===== src/rtl/ldpc_pkg.sv =====
// Shared types, default sizing and width helpers for the LDPC encoder sequencer.
package ldpc_pkg;

  typedef enum logic [2:0] {
    ST_IDLE,
    ST_ACCUM,
    ST_DRAIN,
    ST_SOLVE,
    ST_OUT
  } state_t;

  localparam int DEF_NUM_Z         = 3;
  localparam int DEF_NUM_INFO_BLKS = 20;
  localparam int DEF_NUM_PAR_BLKS  = 4;
  localparam int DEF_ROM_LAT       = 1;

  // Never return a zero width, even for single-entry ranges.
  function automatic int clog2_min1(input int v);
    return (v <= 1) ? 1 : $clog2(v);
  endfunction

  function automatic int rom_addr_w(input int nz, input int ni, input int np);
    return clog2_min1(nz * (ni + np));
  endfunction

  function automatic int z_idx_w(input int nz);
    return clog2_min1(nz);
  endfunction

endpackage


===== src/rtl/onehot_to_idx.sv =====
// One-hot to binary index encoder; valid is high only for exactly one set bit.
module onehot_to_idx #(
  parameter int W  = 3,
  parameter int IW = 2
) (
  input  logic [W-1:0]  onehot,
  output logic [IW-1:0] idx,
  output logic          valid
);

  always_comb begin
    idx = '0;
    for (int i = 0; i < W; i++)
      if (onehot[i]) idx = idx | IW'(i);
  end

  assign valid = (onehot != '0) && ((onehot & (onehot - W'(1))) == '0);

endmodule


===== src/rtl/ldpc_enc_sequencer.sv =====
// Control sequencer for a QC-LDPC encoder: accumulates info blocks through the
// shift ROM, runs the parity solve steps, then streams the parity blocks out.
module ldpc_enc_sequencer
  import ldpc_pkg::*;
#(
  parameter int NUM_Z         = DEF_NUM_Z,
  parameter int NUM_INFO_BLKS = DEF_NUM_INFO_BLKS,
  parameter int NUM_PAR_BLKS  = DEF_NUM_PAR_BLKS,
  parameter int ROM_LAT       = DEF_ROM_LAT
) (
  input  logic                                                   CLK,
  input  logic                                                   rst_n,
  input  logic                                                   start,
  input  logic [NUM_Z-1:0]                                       req_z,
  input  logic                                                   blk_valid,
  output logic                                                   blk_ready,
  output logic [rom_addr_w(NUM_Z, NUM_INFO_BLKS, NUM_PAR_BLKS)-1:0] rom_addr,
  output logic [z_idx_w(NUM_Z)-1:0]                              z_idx,
  output logic                                                   acc_clr,
  output logic                                                   acc_en,
  output logic                                                   solve_en,
  output logic [clog2_min1(NUM_PAR_BLKS)-1:0]                    solve_step,
  output logic                                                   par_valid,
  input  logic                                                   par_ready,
  output logic [clog2_min1(NUM_PAR_BLKS)-1:0]                    par_idx,
  output logic                                                   busy,
  output logic                                                   done,
  output logic                                                   cfg_err
);

  localparam int AW   = rom_addr_w(NUM_Z, NUM_INFO_BLKS, NUM_PAR_BLKS);
  localparam int ZW   = z_idx_w(NUM_Z);
  localparam int SW   = clog2_min1(NUM_PAR_BLKS);
  localparam int CW   = clog2_min1(NUM_INFO_BLKS);
  localparam int BLKS = NUM_INFO_BLKS + NUM_PAR_BLKS;

  state_t          state;
  logic [CW-1:0]   col;
  logic [ZW-1:0]   z_dec;
  logic            z_ok;
  logic            in_idle;
  logic            accept;
  logic            start_ok;
  logic [ROM_LAT:0] vld_pipe;
  int              addr_i;

  onehot_to_idx #(.W(NUM_Z), .IW(ZW)) u_z_dec (
    .onehot (req_z),
    .idx    (z_dec),
    .valid  (z_ok)
  );

  assign in_idle  = (state == ST_IDLE);
  assign accept   = (state == ST_ACCUM) & blk_valid;
  assign start_ok = in_idle & start & z_ok;

  always_ff @(posedge CLK or negedge rst_n) begin
    if (!rst_n) begin
      state      <= ST_IDLE;
      col        <= '0;
      solve_step <= '0;
      par_idx    <= '0;
      z_idx      <= '0;
    end else begin
      case (state)
        ST_IDLE: begin
          if (start_ok) begin
            z_idx      <= z_dec;
            col        <= '0;
            solve_step <= '0;
            par_idx    <= '0;
            state      <= ST_ACCUM;
          end
        end
        ST_ACCUM: begin
          if (accept) begin
            if (col == CW'(NUM_INFO_BLKS - 1))
              state <= (ROM_LAT == 0) ? ST_SOLVE : ST_DRAIN;
            else
              col <= col + 1'b1;
          end
        end
        // One cycle covers the single legal nonzero ROM latency.
        ST_DRAIN: state <= ST_SOLVE;
        ST_SOLVE: begin
          if (solve_step == SW'(NUM_PAR_BLKS - 1))
            state <= ST_OUT;
          else
            solve_step <= solve_step + 1'b1;
        end
        ST_OUT: begin
          if (par_ready) begin
            if (par_idx == SW'(NUM_PAR_BLKS - 1))
              state <= ST_IDLE;
            else
              par_idx <= par_idx + 1'b1;
          end
        end
        default: state <= ST_IDLE;
      endcase
    end
  end

  // acc_en trails each accept by the ROM read latency.
  generate
    if (ROM_LAT == 0) begin : g_nolat
      assign vld_pipe = accept;
    end else begin : g_lat
      logic [ROM_LAT:1] vld_q;
      always_ff @(posedge CLK or negedge rst_n) begin
        if (!rst_n) begin
          vld_q <= '0;
        end else begin
          vld_q[1] <= accept;
          for (int i = 2; i <= ROM_LAT; i++) vld_q[i] <= vld_q[i-1];
        end
      end
      assign vld_pipe = {vld_q, accept};
    end
  endgenerate

  always_comb begin
    addr_i = int'(z_idx) * BLKS;
    if (state == ST_SOLVE) addr_i = addr_i + NUM_INFO_BLKS + int'(solve_step);
    else                   addr_i = addr_i + int'(col);
    rom_addr = AW'(addr_i);
  end

  // Start-cycle pulses are gated so a held start cannot leak out during reset.
  assign acc_clr   = rst_n & start_ok;
  assign cfg_err   = rst_n & in_idle & start & ~z_ok;
  assign acc_en    = vld_pipe[ROM_LAT];
  assign blk_ready = (state == ST_ACCUM);
  assign solve_en  = (state == ST_SOLVE);
  assign par_valid = (state == ST_OUT);
  assign busy      = ~in_idle;
  assign done      = par_valid & par_ready & (par_idx == SW'(NUM_PAR_BLKS - 1));

endmodule


===== config.mk =====
export PLATFORM = sky130hd
export DESIGN_NAME = ldpc_enc_sequencer
export DESIGN_NICKNAME = d
export VERILOG_FILES = /design/src/rtl/ldpc_pkg.sv /design/src/rtl/onehot_to_idx.sv /design/src/rtl/ldpc_enc_sequencer.sv
export SDC_FILE = /design/constraint.sdc
export NUM_CORES = 1
export LEC_CHECK = 0
export CORE_UTILIZATION = 48
export DETAILED_ROUTE_END_ITERATION = 8
export HOLD_SLACK_MARGIN = 0.06
export PLACE_DENSITY = 0.79
export SLEW_MARGIN = 20
export SYNTH_ARGS = -nofsm -noshare
export SYNTH_HDL_FRONTEND = slang
export SYNTH_HIERARCHICAL = 1
export SYNTH_SLANG_ARGS = --single-unit
export TNS_END_PERCENT = 1

===== constraint.sdc =====
create_clock -name CLK -period 2.1 [get_ports CLK]
set_input_delay 0.42 -clock CLK [delete_from_list [all_inputs] [get_ports CLK]]
set_output_delay 0.42 -clock CLK [all_outputs]
set_load 0.005 [all_outputs]

==> run metrics <==
Placer Congestion=0.856; CP Cell Sequence=nand3b_1, buf_4, inv_1, nand2_1, nand2_1, clkdlybuf4s50_1; PwrDens=1340 nW/µm²; Peak Freq=0.446 GHz; post-route ant nets=0; commonest cells after routing, fill and taps aside=nand2_1 (21), clkdlybuf4s50_1 (19), buf_4 (18), dfrtp_1 (15), nor2_1 (7); share of post-route cells with drive strength above 1=0.274; Num CTS Buffers=3; Avg Inst Size Synth=9.10 µm²; max incr delay on CP=0.51 ns; commonest non-fill, non-tap cell in the layout=nand2_1; setup violators final=9; Overflow after GRT=0; failing checks=setup timing; die width=50.3 µm; DP HPWL=2000 µm; Yosys cell types=44; core box area=2210 µm²; Seq/Total Area, Yosys=0.335; Startpoint Class=register; # rows=17; Final Hold Viols=0; period utilization=1.07; CP endpoint kind=output pin; DP Area=1520 µm²; final setup margin=-0.144 ns; CTS clk-pin slew, worst paths=0.09 ns; vias in the first global route=1009; drt total wl=2600 µm; Max Buffers Root-to-Sink=2; Num Clock Sinks=15; fin nets=186; fin. max-slew vios=0; EDFF count, synth=0; leak pwr=0.000760 µW; Avg WL per Cell=13.3 µm; Worst EP required=1.68 ns; # IOs=29; Async SR Flop Fraction=1.00; DRT iter0 DRCs=9; WS Path Type=reg2out; RSZ-0062 raised after global routing=yes; peak supply drop=1.17 mV; die height=50.3 µm; Diodes inserted=0; crit-path max FO=5; Port-buffer cells=28; total iterations of the first detailed-routing run=5; YS warnings=6; Crit path top cell by count=nand2_1; total number of vias=1054; Skew-Pair Late Insertion Delay=0.29 ns; die footprint=2530 µm²; largest net degree at the start of global routing=16; initial antenna violation count=0; DRC=0; GRT Total Usage=0.227; maximum capacitance violations=0; Worst Tran Pin Value=0.452 ns; clk root buf=clkbuf_4; Mapped Cells=123; Final Instance Area=1610 µm²; Max-slew headroom=0.696; Area Growth Syn to Fin=43.4%; Post-Synthesis Cell Area=1120 µm²; H-tree depth=1; synthesized net count=140; global-route wire length before repair=4270 µm; top_reg_cell synth=dfrtp_1; fill count=169; hold crit path type=reg2reg; Slowest-stage cell, CP=clkdlybuf4s50_1; starting density of the core=0.506; FF+latch count, synth=15; status=complete, but fails checks; Worst EP arrival=1.82 ns; final worst path period need=2.24 ns; CTS tree=done; via/cell ratio=5.38; Hold WS=0.512 ns; final core occ=0.726; Worst Skew=0.00304 ns
[worst max-delay path, delay by kind of cell (launching register included)]
kind / cells / cell delay (ns)
buf+inv: 3 / 0.77
simple gates: 3 / 0.36
flops: 1 / 0.42
[where the power goes]
part / internal (µW) / switching [µW] / total, µW
registers: 396 / 103 / 499
clock network: 70.8 / 97.3 / 168
logic: 829 / 649 / 1480
total: 1300 / 849 / 2140
[flip-flops by register name, summed over array words and instances, names as in the netlist]
| name | flops |
|---|---|
| acc_en | 1 |
| col | 5 |
| par_idx | 2 |
| solve_step | 2 |
| state | 3 |
| z_idx | 2 |
[metrics by stage]
| stage | worst slack, ns | total power (µW) | instances | TNS [ns] |
|---|---|---|---|---|
| finish | -0.144 | 2140 | 196 | -0.802 |
| global route | -0.243 | 2330 | 196 | -1.68 |
| CTS | -0.158 | 2090 | 195 | -1.03 |
| detailed placement | -0.429 | 1920 | 191 | -2.70 |
| global placement | -0.350 | 1880 | 191 | -2.06 |
| floorplan | 0.192 | 1250 | 123 | 0 |
[logic make-up (layout without fill, tap and decap cells)]
kind of cell	Yosys count	in the layout	share of synthesized area
compound gates	22	22	0.124
mux	4	4	0.0413
buf+inv	14	59	0.0760
fa+ha+maj	9	9	0.107
xor+xnor	3	3	0.0235
flops	15	15	0.335
simple gates	56	56	0.293
[routing by layer]
layer	vias to the layer above	GRT usage	share of wire
met4	0	0.0741	0.0081
met3	2	0.0485	0.044
li1	519	-	-
met2	27	0.371	0.49
met5	-	0	0
met1	506	0.298	0.45
[Yosys cell counts, types with 2 or more instances]
| cell type | n | share of area |
|---|---|---|
| nand2_1 | 22 | 0.074 |
| nor2_1 | 7 | 0.023 |
| nor3_1 | 2 | 0.0089 |
| mux2i_1 | 2 | 0.018 |
| buf_6 | 3 | 0.030 |
| buf_4 | 2 | 0.013 |
| dfrtp_1 | 15 | 0.34 |
| o21ai_0 | 6 | 0.027 |
| nand4_1 | 2 | 0.011 |
| nand3_1 | 5 | 0.022 |
| a21oi_1 | 5 | 0.022 |
| o21ai_1 | 3 | 0.013 |
| clkbuf_1 | 2 | 0.0067 |
| ha_1 | 8 | 0.089 |
| xnor2_1 | 2 | 0.016 |
| inv_1 | 6 | 0.020 |
| or3_1 | 3 | 0.017 |
| and2_1 | 2 | 0.011 |
[worst paths after layout]
check,depth (start not counted),to,slack [ns],start
worst max-delay path,6,rom_addr[1],-0.14,state[2]
worst min-delay path,1,par_idx[0],0.51,par_idx[0]
worst max register to register,5,state[0],0.24,col[0]
worst min register to register,1,par_idx[0],0.51,par_idx[0]
max in group asynchronous,2,col[4],1.34,rst_n
min in group asynchronous,2,col[1],0.58,rst_n
[final cells by class]
| class | instances | area [µm²] | area share |
|---|---|---|---|
| clock buffer | 3 | 22.5 | 0.0140 |
| clock inverter | 1 | 5.00 | 0.00312 |
| inverter | 7 | 31.3 | 0.0195 |
| multi-input combinational | 94 | 716 | 0.446 |
| sequential | 15 | 375 | 0.234 |
| tap | 28 | 35.0 | 0.0218 |
| timing repair buffer | 48 | 420 | 0.262 |
[timing repair]
| action | CTS | global route |
|---|---|---|
| gates resized for setup | 26 | 8 |
| pin swaps | 3 | 4 |
| setup endpoints to repair | 14 | 12 |
| hold buffers | 0 | 0 |
| setup buffers | 0 | 1 |
| cloned | 0 | 0 |
Power figures use the tool's default switching activity.
==> edit: new RTL, config.mk and constraints unchanged <==
Change the package constant `DEF_NUM_PAR_BLKS` from 4 to 8.
--- a/src/rtl/ldpc_pkg.sv
+++ b/src/rtl/ldpc_pkg.sv
@@ -11,7 +11,7 @@
 
   localparam int DEF_NUM_Z         = 3;
   localparam int DEF_NUM_INFO_BLKS = 20;
-  localparam int DEF_NUM_PAR_BLKS  = 4;
+  localparam int DEF_NUM_PAR_BLKS  = 8;
   localparam int DEF_ROM_LAT       = 1;
 
   // Never return a zero width, even for single-entry ranges.
Ports: changed (resized par_idx and solve_step); port bits go from 29 to 31. No check against the original RTL was run, so the function may have changed too.
==> edit against the unedited design <==
  * First-iteration DRC count grew to 3.4 times the old value
  * Critical path depth up 2
  * Core utilization is 5.2 points higher
  * Die area rose by 18%
  * Final cell count up 15%
  * Area after synthesis grew 19%
  * The run still ends with setup timing left
  * Setup slack worse by 0.21 ns
  * Global-route usage up 4.0 points
  * Sequential cell count grew 2
  * Register-to-register slack improved by 0.28 ns
  * Cell area rose by 23%
  * Power grew 31%
  * Critical endpoint is now rom_addr[5]
  * Clock power grew 5%
  * Highest routed layer unchanged
  * Routed wire length increased by 39%
==> edit: results (changes against the unedited design) <==
Logic synthesis
  • Top area cells in the synthesized netlist: dfrtp_1 (32%), ha_1 (14%), o21ai_0 (4.9%), nand2_1 (3.7%), nand3_1 (3.4%)
  • Post-synth top cells: dfrtp_1 (17), ha_1 (15), nand2_1 (13), o21ai_0 (13), inv_1 (11)
  • Primary FF master, synth: dfrtp_1
  • Sequential area share after synthesis: 32.0% (-1.6 points)
  • Mapped Nets: 168 (+20%)
  • Distinct cell type count after synthesis: 40 (-9.1%)

Global routing
  • Met2 track demand over resource: 52.0% (+15 points)
  • Number of global-route vias before repair: 1216 (+21%)
  • Grt met1 use: 29.1% (-0.69 points)
  • Met3 Use GR: 2.50% (-2.3 points)
  • Total routing resource utilization after global routing: 26.7% (+4.0 points)
  • First-pass GRT wire length: 5.53 mm (+29%)

Placed design
  • Placer congestion estimate: 0.834 (-2.5%)
  • Buffers on Ports: 30 (+7.1%)
  • Detailed placer's ending HPWL: 2.70 mm (+35%)
  • Placed cell area: 1840 µm² (+21%)
  • Worst slack, placed: -0.481 ns (-0.0520 ns)

Worst hold path
  • Tightest Hold Check Type: input port to flop
  • Endpoint of the worst hold path: z_idx[0]
  • Hold path start: req_z[1]
  • Hold depth: 2 (+1)

Run status
  • Status: complete, but fails checks
  • Violations in the final reports: setup timing

Detailed routing
  • Met2 wire len: 2.02 mm (+57%)
  • Vias per cell: 5.72 (+6.3%)
  • Total Wirelength: 3.62 mm (+39%)
  • Violation count after the first detailed-routing iteration: 31 (+22)
  • Met3 Routed Length: 156 µm (+36%)
  • Detailed-router iteration count before antenna repair: 4 (-1)
  • Highest signal layer in the routed design: met4
  • Routed length on met1: 1.40 mm (+19%)

Worst setup path
  • Maximum fanout along the worst path: 3 (-2)
  • Register-to-register setup slack: 0.52 ns (+0.28 ns)
  • Count of cells along the worst register-to-register path: 6 (+1)
  • Delay of the slowest cell on the worst path: 0.45 ns (-0.06 ns)
  • Max stage delay cell, worst path: dfrtp_2
  • Arrival time of the worst setup path: 2.03 ns (+0.21 ns)
  • Gate family responsible for the most delay along the worst path: adder cells
  • Crit path to: rom_addr[5]
  • Startpoint of the most critical register-to-register path: par_idx[0]
  • Worst reg2reg endpoint: par_idx[2]
  • Beginning of the critical path: z_idx[0]

STA
  • Number of setup violations in the final report: 4 (-5)
  • Largest clock skew in the final design: 0.000894 ns (-0.00214 ns)
  • Slack of the critical path: -0.353 ns (-0.209 ns)
  • Slew margin rel.: 71.8% (+2.2 points)
  • Sum of negative setup slack: -0.915 ns (-0.113 ns)
  • Hold Slack: 0.550 ns (+0.0380 ns)

Layout
  • Fillers: 196 (+16%)
  • Net count reported at finish: 222 (+19%)
  • Share of layout cells above drive strength 1: 32.7% (+5.3 points)

Power and ir drop
  • Static Leakage: 0.898 nW (+18%)
  • Cell-internal power: 1.61 mW (+24%)
  • Maximum VDD drop: 0.00111 V (-4.7%)
edit: changes by cell type after synthesis, sizes merged, moves of 3 or more:
cell,delta
a31oi,+4
a41oi,+3
ha,+7
inv,+5
nand2,-9
nand3,+4
nor2,-4
o211ai,+3
o21ai,+4
o2bb2ai,+3
edit: per-stage QoR:
| step | std cells | total power, mW |
|---|---|---|
| final | 226 | 2.81 |
| after global routing | 226 | 3.05 |
| after detailed placement | 221 | 2.47 |
| after CTS | 226 | 2.74 |
| after global placement | 221 | 2.36 |
| after floorplan | 143 | 1.53 |
edit: what timing repair did:
action,CTS,global route
setup endpoints to repair,12,8
endpoints found under the hold margin,0,0
buffers inserted,1,0
gates resized for setup,47,9
pin swaps,10,1
edit: cell type report:
type                       instances  area, µm²  area share, %
tap                               30       37.5           1.90
inverter                          12       47.5           2.40
sequential                        17        427           21.6
timing repair buffer              57        479           24.2
multi-input combinational        106        962           48.6
clock buffer                       4       26.3           1.33
edit: logic make-up (layout without fill, tap and decap cells):
family,count (synthesis),in the layout,synth area share (%)
compound gates,36,36,17.7
xor+xnor,4,4,2.63
fa+ha+maj,17,17,17.1
buf+inv,20,73,7.05
flops,17,17,32.0
mux,2,2,1.69
simple gates,47,47,21.9
edit: power by group through the flow:
| stage | Combinational, mW | Sequential [mW] | Clock [mW] |
|---|---|---|---|
| after floorplan | 0.930 | 0.598 | 0 |
| after global placement | 1.79 | 0.577 | 0 |
| after detailed placement | 1.89 | 0.582 | 0 |
| after CTS | 1.97 | 0.591 | 0.182 |
| after global routing | 2.24 | 0.618 | 0.194 |
| final | 2.04 | 0.601 | 0.176 |
